--- src/rtl/softmax_controller_if.sv ---
// Handshake bundle between the softmax sequencing controller and the input buffer,
// exp unit, adder block and divider around it.
interface softmax_controller_if #(
  parameter int number_of_data = 10
);
  localparam int AW = (number_of_data > 1) ? $clog2(number_of_data) : 1;

  // Strobes are single-cycle and counted only in the cycle their qualifier is high
  // (rd_en_o needs exp_ready_i, div_start_o needs div_ready_i); nothing is held or retried.
  logic          start_i;
  logic          exp_ready_i;
  logic          rd_en_o;
  logic [AW-1:0] rd_addr_o;
  logic          exp_valid_i;
  logic          exp_wr_en_o;
  logic [AW-1:0] exp_wr_addr_o;
  logic          sum_valid_o;
  logic          sum_done_o;
  logic          acc_clear_n_o;
  logic          adder_valid_i;
  logic          div_ready_i;
  logic          div_start_o;
  logic [AW-1:0] div_addr_o;
  logic          div_valid_i;
  logic          busy_o;
  logic          done_o;
  logic          err_o;
  logic [2:0]    state_o;

  modport master (
    input  start_i, exp_ready_i, exp_valid_i, adder_valid_i, div_ready_i, div_valid_i,
    output rd_en_o, rd_addr_o, exp_wr_en_o, exp_wr_addr_o, sum_valid_o, sum_done_o,
           acc_clear_n_o, div_start_o, div_addr_o, busy_o, done_o, err_o, state_o
  );

  modport slave (
    output start_i, exp_ready_i, exp_valid_i, adder_valid_i, div_ready_i, div_valid_i,
    input  rd_en_o, rd_addr_o, exp_wr_en_o, exp_wr_addr_o, sum_valid_o, sum_done_o,
           acc_clear_n_o, div_start_o, div_addr_o, busy_o, done_o, err_o, state_o
  );
endinterface

--- src/rtl/softmax_controller.sv ---
// Sequencer for one softmax pass: exp issue/writeback, adder end-of-exp, divider streaming.
// Optional watchdog compiled in with `define SOFTMAX_CTRL_TIMEOUT_EN.
module softmax_controller #(
  parameter int data_size      = 32,
  parameter int number_of_data = 10,
  parameter int TIMEOUT_CYCLES = 1024
) (
  input  logic                clock_i,
  input  logic                reset_n_i,
  softmax_controller_if.master bus
);
  localparam int N  = number_of_data;
  localparam int AW = (N > 1) ? $clog2(N) : 1;
  localparam int CW = AW + 1;
  localparam logic [CW-1:0] N_C    = CW'(N);
  localparam logic [CW-1:0] LAST_C = CW'(N - 1);

  if (N < 1 || data_size < 1 || TIMEOUT_CYCLES < 1) begin : g_param_check
    $error("softmax_controller: parameters must be positive");
  end

  typedef enum logic [2:0] {
    ST_IDLE     = 3'd0,
    ST_CLEAR    = 3'd1,
    ST_EXP      = 3'd2,
    ST_WAIT_SUM = 3'd3,
    ST_DIV      = 3'd4,
    ST_DONE     = 3'd5
  } state_e;

  state_e        state_q, state_d;
  logic [CW-1:0] issue_cnt_q, res_cnt_q;
  logic [AW-1:0] rd_addr_q, wr_addr_q, div_addr_q;
  logic          issue_fire, res_fire, timeout;
  logic          rd_en, wr_en, div_start, sum_done, acc_clear_n, done;

  always_comb begin
    state_d     = state_q;
    issue_fire  = 1'b0;
    res_fire    = 1'b0;
    rd_en       = 1'b0;
    wr_en       = 1'b0;
    div_start   = 1'b0;
    sum_done    = 1'b0;
    acc_clear_n = 1'b1;
    done        = 1'b0;
    case (state_q)
      ST_IDLE: if (bus.start_i) state_d = ST_CLEAR;
      ST_CLEAR: begin
        acc_clear_n = 1'b0;
        state_d     = ST_EXP;
      end
      ST_EXP: begin
        issue_fire = bus.exp_ready_i && (issue_cnt_q < N_C);
        res_fire   = bus.exp_valid_i && (res_cnt_q < N_C);
        rd_en      = issue_fire;
        wr_en      = res_fire;
        if (res_fire && res_cnt_q == LAST_C) state_d = ST_WAIT_SUM;
      end
      ST_WAIT_SUM: begin
        sum_done = 1'b1;
        if (bus.adder_valid_i) state_d = ST_DIV;
      end
      ST_DIV: begin
        issue_fire = bus.div_ready_i && (issue_cnt_q < N_C);
        res_fire   = bus.div_valid_i && (res_cnt_q < N_C);
        div_start  = issue_fire;
        if (res_fire && res_cnt_q == LAST_C) state_d = ST_DONE;
      end
      ST_DONE: begin
        done    = 1'b1;
        state_d = ST_IDLE;
      end
      default: state_d = ST_IDLE;
    endcase
    if (timeout) state_d = ST_IDLE;
  end

  always_ff @(posedge clock_i or negedge reset_n_i) begin
    if (!reset_n_i) begin
      state_q     <= ST_IDLE;
      issue_cnt_q <= '0;
      res_cnt_q   <= '0;
      rd_addr_q   <= '0;
      wr_addr_q   <= '0;
      div_addr_q  <= '0;
    end else begin
      state_q <= state_d;
      // Both phases reuse the same pair of counters, so they restart on phase entry.
      if (state_d != state_q && (state_d == ST_CLEAR || state_d == ST_DIV)) begin
        issue_cnt_q <= '0;
        res_cnt_q   <= '0;
      end else begin
        if (issue_fire) issue_cnt_q <= issue_cnt_q + 1'b1;
        if (res_fire)   res_cnt_q   <= res_cnt_q + 1'b1;
      end
      if (rd_en)     rd_addr_q  <= issue_cnt_q[AW-1:0];
      if (wr_en)     wr_addr_q  <= res_cnt_q[AW-1:0];
      if (div_start) div_addr_q <= issue_cnt_q[AW-1:0];
    end
  end

`ifdef SOFTMAX_CTRL_TIMEOUT_EN
  localparam int TW = $clog2(TIMEOUT_CYCLES + 1);
  logic [TW-1:0] wdog_q;
  logic          wdog_active, wdog_kick;

  assign wdog_active = (state_q == ST_EXP) || (state_q == ST_WAIT_SUM) || (state_q == ST_DIV);
  assign wdog_kick   = res_fire || (state_q == ST_WAIT_SUM && bus.adder_valid_i);
  assign timeout     = wdog_active && !wdog_kick && (wdog_q == TW'(TIMEOUT_CYCLES));

  always_ff @(posedge clock_i or negedge reset_n_i) begin
    if (!reset_n_i) begin
      wdog_q <= '0;
    end else if (!wdog_active || wdog_kick || state_d != state_q) begin
      wdog_q <= '0;
    end else begin
      wdog_q <= wdog_q + 1'b1;
    end
  end
`else
  assign timeout = 1'b0;
`endif

  // Addresses follow the live counter while strobed and hold the last strobed value otherwise.
  assign bus.rd_en_o       = rd_en;
  assign bus.rd_addr_o     = rd_en ? issue_cnt_q[AW-1:0] : rd_addr_q;
  assign bus.exp_wr_en_o   = wr_en;
  assign bus.sum_valid_o   = wr_en;
  assign bus.exp_wr_addr_o = wr_en ? res_cnt_q[AW-1:0] : wr_addr_q;
  assign bus.div_start_o   = div_start;
  assign bus.div_addr_o    = div_start ? issue_cnt_q[AW-1:0] : div_addr_q;
  assign bus.sum_done_o    = sum_done;
  assign bus.acc_clear_n_o = acc_clear_n;
  assign bus.done_o        = done;
  assign bus.err_o         = timeout;
  assign bus.busy_o        = (state_q != ST_IDLE);
  assign bus.state_o       = state_q;
endmodule

--- src/flat_wrapper.sv ---
// flat-port wrapper written by rule: the top's interface ports become plain ports
module softmax_controller_flat 
#(
  parameter int data_size      = 32,
  parameter int number_of_data = 10,
  parameter int TIMEOUT_CYCLES = 1024
)
  (clock_i, reset_n_i, bus_start_i, bus_exp_ready_i, bus_exp_valid_i, bus_adder_valid_i, bus_div_ready_i, bus_div_valid_i, bus_rd_en_o, bus_rd_addr_o, bus_exp_wr_en_o, bus_exp_wr_addr_o, bus_sum_valid_o, bus_sum_done_o, bus_acc_clear_n_o, bus_div_start_o, bus_div_addr_o, bus_busy_o, bus_done_o, bus_err_o, bus_state_o);
  softmax_controller_if #(.number_of_data(number_of_data)) bus_i ();
  input  logic clock_i;
  input  logic reset_n_i;
  input wire logic [$bits(bus_i.start_i)-1:0] bus_start_i;
  input wire logic [$bits(bus_i.exp_ready_i)-1:0] bus_exp_ready_i;
  input wire logic [$bits(bus_i.exp_valid_i)-1:0] bus_exp_valid_i;
  input wire logic [$bits(bus_i.adder_valid_i)-1:0] bus_adder_valid_i;
  input wire logic [$bits(bus_i.div_ready_i)-1:0] bus_div_ready_i;
  input wire logic [$bits(bus_i.div_valid_i)-1:0] bus_div_valid_i;
  output wire logic [$bits(bus_i.rd_en_o)-1:0] bus_rd_en_o;
  output wire logic [$bits(bus_i.rd_addr_o)-1:0] bus_rd_addr_o;
  output wire logic [$bits(bus_i.exp_wr_en_o)-1:0] bus_exp_wr_en_o;
  output wire logic [$bits(bus_i.exp_wr_addr_o)-1:0] bus_exp_wr_addr_o;
  output wire logic [$bits(bus_i.sum_valid_o)-1:0] bus_sum_valid_o;
  output wire logic [$bits(bus_i.sum_done_o)-1:0] bus_sum_done_o;
  output wire logic [$bits(bus_i.acc_clear_n_o)-1:0] bus_acc_clear_n_o;
  output wire logic [$bits(bus_i.div_start_o)-1:0] bus_div_start_o;
  output wire logic [$bits(bus_i.div_addr_o)-1:0] bus_div_addr_o;
  output wire logic [$bits(bus_i.busy_o)-1:0] bus_busy_o;
  output wire logic [$bits(bus_i.done_o)-1:0] bus_done_o;
  output wire logic [$bits(bus_i.err_o)-1:0] bus_err_o;
  output wire logic [$bits(bus_i.state_o)-1:0] bus_state_o;
  assign bus_i.start_i = bus_start_i;
  assign bus_i.exp_ready_i = bus_exp_ready_i;
  assign bus_i.exp_valid_i = bus_exp_valid_i;
  assign bus_i.adder_valid_i = bus_adder_valid_i;
  assign bus_i.div_ready_i = bus_div_ready_i;
  assign bus_i.div_valid_i = bus_div_valid_i;
  assign bus_rd_en_o = bus_i.rd_en_o;
  assign bus_rd_addr_o = bus_i.rd_addr_o;
  assign bus_exp_wr_en_o = bus_i.exp_wr_en_o;
  assign bus_exp_wr_addr_o = bus_i.exp_wr_addr_o;
  assign bus_sum_valid_o = bus_i.sum_valid_o;
  assign bus_sum_done_o = bus_i.sum_done_o;
  assign bus_acc_clear_n_o = bus_i.acc_clear_n_o;
  assign bus_div_start_o = bus_i.div_start_o;
  assign bus_div_addr_o = bus_i.div_addr_o;
  assign bus_busy_o = bus_i.busy_o;
  assign bus_done_o = bus_i.done_o;
  assign bus_err_o = bus_i.err_o;
  assign bus_state_o = bus_i.state_o;
  softmax_controller #(.data_size(data_size), .number_of_data(number_of_data), .TIMEOUT_CYCLES(TIMEOUT_CYCLES)) u_core (.clock_i(clock_i), .reset_n_i(reset_n_i), .bus(bus_i));
endmodule
--- config.mk ---
export PLATFORM = sky130hd
export DESIGN_NAME = softmax_controller_flat
export DESIGN_NICKNAME = d
export VERILOG_FILES = /design/src/rtl/softmax_controller_if.sv /design/src/rtl/softmax_controller.sv /design/src/flat_wrapper.sv
export SDC_FILE = /design/constraint.sdc
export NUM_CORES = 1
export LEC_CHECK = 0
export CORE_MARGIN = 3
export CORE_UTILIZATION = 47
export DETAILED_ROUTE_END_ITERATION = 10
export PLACE_DENSITY = 0.77
export SETUP_SLACK_MARGIN = 0.15
export SYNTH_ARGS = -nofsm -noshare
export SYNTH_HDL_FRONTEND = slang
export SYNTH_SLANG_ARGS = --single-unit
--- constraint.sdc ---
create_clock -name clock_i -period 2.7 [get_ports clock_i]
set_clock_uncertainty 0.05 [all_clocks]
set_input_delay 0.405 -clock clock_i [delete_from_list [all_inputs] [get_ports clock_i]]
set_output_delay 0.405 -clock clock_i [all_outputs]
set_load 0.01 [all_outputs]
Yosys cells after proc, flatten, opt, wreduce, memory -nomap -nowiden
Cells that the tools add are included. W data, S select, Z words.

Eq/ne operators: 9. Reductions and logical operators: 12. Add/subtract/negate cells: 2. Mux-type cells: 20. Order comparisons: 2.

Operators by type and width (count): $mux W5 (4); $pmux W3 S5 (1); $mux W3 (4); $mux W4 (3); $add A5 B1 Y5 const B (2); $lt A5 B4 Y1 const B (2); $eq A3 B3 Y1 const B (3); $logic_and A1 B1 Y1 (7); $eq A3 B1 Y1 const B (2); $eq A3 B2 Y1 const B (2); $mux W1 (6); $eq A5 B4 Y1 const B (1); $pmux W1 S2 (2); $reduce_bool A2 Y1 (2); $logic_not A3 Y1 (1); $ne A3 B3 Y1 (1); $reduce_bool A3 Y1 (1); $logic_or A1 B1 Y1 (1).

Flip-flop bits (word level): 25. Bits of input ports: 8. Output and inout bits: 24. Logic and storage cells: 51.

Depth between registers and ports, before layout
Gate-level depths: netlist of run 1.

Depth after elaboration: 9. Mapped depth: 5. Depth with buffers taken out: 4.

Least setup slack after synthesis of run 1
OpenSTA, ideal clock, no wires.

Kind: register to output. Start: register u_core.issue_cnt_q[1]. End: output bus_div_addr_o[0]. Path slack: 0.858 ns. Buffers on the path: 1. Data arrival time: 1.387 ns. Required time: 2.245 ns. Stages on the path, launching flop included: 5. Path through: dfrtp_1 o21ai_1 and4b_1 buf_2 mux2_2.

Cells in the longest elaborated chain, start to end: 4.

RTL lines: start, declared (RTL line softmax_controller.sv:32) `logic [CW-1:0] issue_cnt_q, res_cnt_q;`; start signal, assigned (RTL line softmax_controller.sv:94) `if (issue_fire) issue_cnt_q <= issue_cnt_q + 1'b1;`; $lt A5 B4 Y1 (RTL line softmax_controller.sv:65) `issue_fire = bus.div_ready_i && (issue_cnt_q < N_C);`; $logic_and A1 B1 Y1 (RTL line softmax_controller.sv:65); $mux W1 (RTL line softmax_controller.sv:47) `case (state_q)`; via bus_div_start_o (RTL line flat_wrapper.sv:25) `output wire logic [$bits(bus_i.div_start_o)-1:0] bus_div_start_o;`; $mux W4 (RTL line softmax_controller.sv:132) `assign bus.div_addr_o = div_start ? issue_cnt_q[AW-1:0] : div_addr_q;`; end, declared (RTL line flat_wrapper.sv:26) `output wire logic [$bits(bus_i.div_addr_o)-1:0] bus_div_addr_o;`.

The timed path passes the listed nets, and every way through them passes these cells.

Worst setup path in the final report of run 1
Start: register u_core.issue_cnt_q[1]. End: output bus_div_addr_o[0].

Cells in the longest elaborated chain, start to end: 4.

RTL lines (RTL line): $lt A5 B4 Y1 (softmax_controller.sv:65); $logic_and A1 B1 Y1 (softmax_controller.sv:65); $mux W1 (softmax_controller.sv:47); $mux W4 (softmax_controller.sv:132).

No other way between the ends.

==> results of run 1 <==
-- area by class of cell --
| type | count | area, µm² |
|---|---|---|
| repair buffers | 44 | 395 |
| well taps | 30 | 37.5 |
| fillers | 190 | 800 |
| clock inverters | 1 | 7.51 |
| multi-input cells | 73 | 598 |
| inverters | 3 | 11.3 |
| clock buffers | 3 | 22.5 |
| flip-flops and latches | 25 | 628 |
-- metrics by stage --
stage / instance area [µm²] / setup WS [ns] / total power, mW
after global placement: 1580 / 0.0784 / 1.43
after global routing: 1700 / 0.149 / 1.80
final: 1700 / 0.228 / 1.67
after floorplan: 1250 / 0.858 / 1.09
after detailed placement: 1580 / 0.0688 / 1.47
after CTS: 1670 / 0.199 / 1.67
-- synthesized netlist by cell type (2+ instances only) --
cell type / count / area, µm²
nand2_1: 4 / 15.0
mux2_2: 12 / 135
buf_2: 3 / 15.0
dfrtp_1: 25 / 626
ha_1: 3 / 37.5
inv_1: 3 / 11.3
nand3b_1: 2 / 15.0
nor2_1: 5 / 18.8
mux2i_1: 5 / 50.1
o31ai_1: 2 / 15.0
and3_1: 4 / 25.0
o2111ai_1: 2 / 17.5
buf_4: 2 / 15.0
nand3_1: 11 / 55.1
and3b_1: 5 / 43.8
o21ai_0: 3 / 15.0
-- power groups by stage --
stage | combinational (mW) | sequential [mW] | clock (mW)
finish | 0.912 | 0.587 | 0.175
global route | 0.994 | 0.605 | 0.197
CTS | 0.902 | 0.588 | 0.180
detailed placement | 0.878 | 0.593 | 0
global placement | 0.850 | 0.584 | 0
floorplan | 0.515 | 0.574 | 0
-- sequential cells by signal (all words and copies together) (netlist names) --
name and count:
u_core.res_cnt_q 5, u_core.wr_addr_q 4, u_core.rd_addr_q 4, u_core.issue_cnt_q 5
u_core.div_addr_q 4, u_core.bus.state_o 3
-- path summary, 6_finish.rpt --
kind | startpoint | end | slack [ns] | depth (start not counted)
setup / recovery | u_core.issue_cnt_q[1] | bus_div_addr_o[0] | 0.23 | 5
hold / removal | reset_n_i | u_core.rd_addr_q[0] | 0.38 | 2
setup reg to reg | u_core.bus.state_o[0] | u_core.issue_cnt_q[1] | 0.80 | 4
hold reg to reg | u_core.wr_addr_q[1] | u_core.wr_addr_q[1] | 0.46 | 1
max in group asynchronous | reset_n_i | u_core.issue_cnt_q[2] | 1.95 | 2
min in group clock_i | u_core.wr_addr_q[1] | u_core.wr_addr_q[1] | 0.46 | 1
-- metal layers --
metal	GRT usage (%)	vias to the layer above	share of wire [%]
li1	-	475	-
met1	20.6	472	39
met2	33.9	30	55
met3	2.67	4	4.9
met4	4.97	0	0.73
met5	0	-	0
-- kinds of logic (layout without fill, tap and decap cells) --
family                     count (synthesis)  count (layout)  synth area share, %
AOI/OAI and AO/OA                         12              12                 6.99
adders and majority gates                  3               3                 2.99
buffers and inverters                     11              51                 4.89
DFF                                       25              25                 49.9
muxes                                     18              18                 16.0
other                                      1               1                0.299
and+or+nand+nor                           39              39                 19.0
-- repair_timing --
item | 4_1_cts | 5_1_grt
hold buffers | 0 | 0
resized for setup | 21 | 3
pin swaps | 1 | 2
endpoints found under the setup margin | 12 | 6
setup buffers | 6 | 3
==> key figures, run 1 <==
Status
  – Status: finished, final reports clean

Route
  – Vias per cell: 5.48
  – Antenna-violating nets left: 0
  – Starting DRT DRC Count: 25
  – Routed WL: 2.74 mm
  – Avg WL per Cell: 15.3 µm
  – Vias: 981
  – DRC: 0
  – DRT Pass-1 Iters: 5

Power
  – Worst VDD drop: 0.000671 V
  – Power share of the clock group: 10.5%
  – Net Sw Frac: 38.2%
  – Power per cell area: 984 nW/µm²
  – Gate power share: 54.5%
  – Switching power: 640 µW
  – Int Power: 1.03 mW
  – Reg power frac: 35.1%
  – Leakage: 0.885 nW

Die
  – Initial core utilization: 50.2%
  – Area of the core: 2500 µm²
  – Die Y: 57.6 µm
  – Die Area: 3320 µm²
  – FP Rows: 18
  – Horiz. Die Dim: 57.6 µm
  – I/O pin count: 32

Worst hold path
  – Worst hold path class: in -> async

Finish
  – Final nets: 161
  – Final Util: 68.0%
  – Layout cell share with drive strength beyond 1: 28.2%
  – Layout Cells excl Fill: 179
  – Diode count: 0
  – Commonest non-fill, non-tap cell in the layout: dfrtp_1
  – Layout area overhead: 35.6%
  – Most frequent cells in the layout: dfrtp_1 (23), clkdlybuf4s50_1 (18), buf_4 (14)

Critical path
  – Crit path DAT: 2.02 ns
  – Delay-heaviest family, CP: flip-flops
  – Req. time, crit path: 2.25 ns
  – Slowest stage delay, CP: 0.45 ns
  – CP Capture Type: output pin
  – Worst Path Max Fanout: 4
  – Critical Path, Cell by Cell: o21ai_4 -> and4b_2 -> buf_4 -> mux2_2 -> dlygate4sd2_1
  – Buf/Inv on CP: 2
  – Crit start category: flop
  – Crit path kind: reg -> out
  – Slowest CP cell: dfrtp_2

STA
  – TNS Setup: 0 ns
  – Final Cycle Share: 91.6%
  – Hold slack final: 0.375 ns
  – Max-slew violation count: 0
  – Fmax achieved: 0.405 GHz
  – # setup viols final: 0
  – RSZ-0062 raised after global routing: false
  – Final min period: 2.47 ns
  – Fin. Hold Viols: 0

Logic synthesis
  – Post-Syn Nets: 120
  – Syn Std Cell Area: 1250 µm²
  – Distinct cell type count after synthesis: 34
  – Synth Register Bits: 25
  – Number of synthesized flops with an enable pin: 0
  – Syn. warnings: 0
  – Async SR Flop Fraction: 100%
  – Primary FF master, synth: dfrtp_1
  – Avg Inst Size Synth: 11.5 µm²
  – Post-Synthesis Cells: 109
  – Sequential fraction of the synthesis area: 49.9%

Global routing
  – Pin count of the biggest net entering global routing: 26
  – First-pass GRT wire length: 4.63 mm
  – Initial antenna violation count: 0
  – Vias in the first global route: 1006
  – Grt ovf: 0
  – Total Routing Usage GR: 17.8%

Clocking
  – Max Root-Sink Buffers: 2
  – Clk sink count: 25
  – TritonCTS clock tree: yes
  – H-tree depth: 1
  – CTS Buf Count: 3
  – Clk_lat worst skew: 0.33 ns
  – Clk slew on worst S/H paths: 0.15 ns
  – CTS Root Cell: clkbuf_4

Placement
  – Gpl congestion: 0.834
  – DP Cell Count: 166
  – IO Port Bufs: 30
  – DP HPWL: 1.96 mm

Job
  – Max_cap viols: 0
Note: power is estimated with default switching activity, not from simulation.
==> run 2, diff against run 1 <==
Settings changed: CORE_UTILIZATION 47 to 35, GPL_ROUTABILITY_DRIVEN from default to 0, PLACE_DENSITY 0.77 to default.
==> run 2 against run 1 <==
Effect of this change: die area up 30%; critical path depth did not move; critical path type unchanged; combinational power is essentially flat; cell area up 0.96%; fmax decreased by 0.38%; hold slack lost 0.0035 ns; total power grew 0.51%; utilization shrank 17 points; first-iteration DRC count down 24%; clock power about the same; flip-flop and latch count unchanged.
==> key figures, run 2 (synthesis results as in run 1) <==
Finish
  – Diode count: 0
  – Final Util: 50.6%
  – Fillcell total: 315
  – Most frequent cells in the layout: clkdlybuf4s50_1 (22), dfrtp_1 (22), mux2_2 (12), buf_4 (12), nand3_1 (9)
  – Biggest registers after layout: u_core.issue_cnt_q (5), u_core.res_cnt_q (5)
  – Final nets: 160
  – Layout area overhead: 36.9%
  – Layout cell share with drive strength beyond 1: 29.1%
  – Layout Cells excl Fill: 194

Route
  – DRC: 0
  – Highest Signal Layer: met4
  – WL met3: 101 µm
  – Antenna-violating nets left: 0
  – Starting DRT DRC Count: 19
  – Vias: 945
  – Avg WL per Cell: 14.6 µm
  – Routed WL: 2.84 mm
  – Met2 WL: 1.44 mm
  – DRT Pass-1 Iters: 4
  – M1 WL: 1.29 mm
  – Vias per cell: 4.87

STA
  – Final min period: 2.48 ns
  – Fmax achieved: 0.403 GHz
  – Final Cycle Share: 91.9%
  – # setup viols final: 0
  – Max-slew violation count: 0
  – TNS Setup: 0 ns
  – RSZ-0062 raised after global routing: true
  – Final WS setup: 0.218 ns
  – Fin. Hold Viols: 0

Global routing
  – Vias in the first global route: 975
  – Initial antenna violation count: 0
  – First-pass GRT wire length: 4.78 mm
  – Total Routing Usage GR: 14.2%
  – Pin count of the biggest net entering global routing: 26
  – Grt ovf: 0

Placement
  – DP HPWL: 1.92 mm
  – DP Cell Count: 181
  – IO Port Bufs: 30
  – Pre-CTS setup slack: 0.0612 ns

Die
  – Initial core utilization: 37.0%
  – I/O pin count: 32
  – Die Area: 4340 µm²
  – FP Rows: 21
  – Die Y: 65.9 µm
  – Horiz. Die Dim: 65.9 µm
  – Area of the core: 3390 µm²

Clocking
  – Max Root-Sink Buffers: 2
  – H-tree depth: 1
  – Clk sink count: 25
  – CTS Buf Count: 3
  – Hold_buf cts: 0
  – Clk slew on worst S/H paths: 0.15 ns
  – Clk_lat worst skew: 0.33 ns
  – TritonCTS clock tree: yes
  – CTS Root Cell: clkbuf_4

Critical path
  – Req. time, crit path: 2.25 ns
  – Worst Path Max Fanout: 4
  – Slowest CP cell: dfrtp_2
  – Crit path DAT: 2.03 ns
  – Buf/Inv on CP: 2
  – Crit start category: flop
  – CP Capture Type: output pin
  – Slowest stage delay, CP: 0.45 ns
  – Crit path kind: reg -> out
  – Critical Path, Cell by Cell: o21ai_4 -> and4b_2 -> buf_4 -> mux2_2 -> dlygate4sd2_1
  – Delay-heaviest family, CP: flip-flops

Job
  – Max_cap viols: 0

Worst hold path
  – Worst hold path class: in -> async

Power
  – Power per cell area: 980 nW/µm²
  – Worst VDD drop: 0.000489 V
  – Leakage: 0.854 nW

Status
  – Status: finished, final reports clean
-- run 2: cell types whose count changed in the layout (fill, tap and decap cells not counted), moves of 2 or more --
cell / delta
dlygate4sd2_1: -2
buf_4: -2
clkdlybuf4s50_1: +4
nor2_2: +2
-- run 2: power breakdown --
group	internal, mW	leakage (nW)	switching [mW]
clock	0.0567	0.0139	0.116
sequential	0.492	0.329	0.105
combinational	0.493	0.511	0.420
total	1.04	0.854	0.641
-- run 2: cell type report --
| cell class | count | area [µm²] | share of cell area (%) |
|---|---|---|---|
| well taps | 46 | 57.6 | 3.35 |
| multi-input cells | 73 | 604 | 35.2 |
| clock buffers | 3 | 22.5 | 1.31 |
| repair buffers | 43 | 384 | 22.4 |
| clock inverters | 1 | 7.51 | 0.437 |
| inverters | 3 | 11.3 | 0.656 |
| flip-flops and latches | 25 | 629 | 36.7 |
-- run 2: final timing paths --
check | cells past startpoint | from | end | slack, ns
hold / removal | 2 | reset_n_i | u_core.bus.state_o[1] | 0.37
max in group asynchronous | 2 | reset_n_i | u_core.bus.state_o[0] | 1.95
min in group clock_i | 1 | u_core.wr_addr_q[3] | u_core.wr_addr_q[3] | 0.46
setup / recovery | 5 | u_core.issue_cnt_q[2] | bus_div_addr_o[2] | 0.22
setup reg to reg | 4 | u_core.bus.state_o[1] | u_core.issue_cnt_q[1] | 0.84
hold reg to reg | 1 | u_core.wr_addr_q[3] | u_core.wr_addr_q[3] | 0.46
-- run 2: per-layer routing --
metal	track usage [%]	up-vias
met5	0	-
met4	2.33	0
met3	3.23	2
met2	24.7	18
met1	18.2	455
li1	-	470
-- run 2: through the flow --
step / power (mW) / instance area (µm²) / hold slack (ns)
6_report: 1.68 / 1720 / 0.372
4_1_cts: 1.67 / 1690 / 0.389
3_3_place_gp: 1.43 / 1590 / 0.428
2_1_floorplan: 1.09 / 1250 / 0.0594
5_1_grt: 1.82 / 1720 / 0.369
3_5_place_dp: 1.46 / 1590 / 0.431
-- run 2: repair_timing --
| action | 4_1_cts | 5_1_grt |
|---|---|---|
| resized for setup | 18 | 4 |
| setup endpoints to repair | 12 | 13 |
| pin swaps | 1 | 2 |
| endpoints found under the hold margin | 0 | 0 |
| buffers inserted | 7 | 2 |
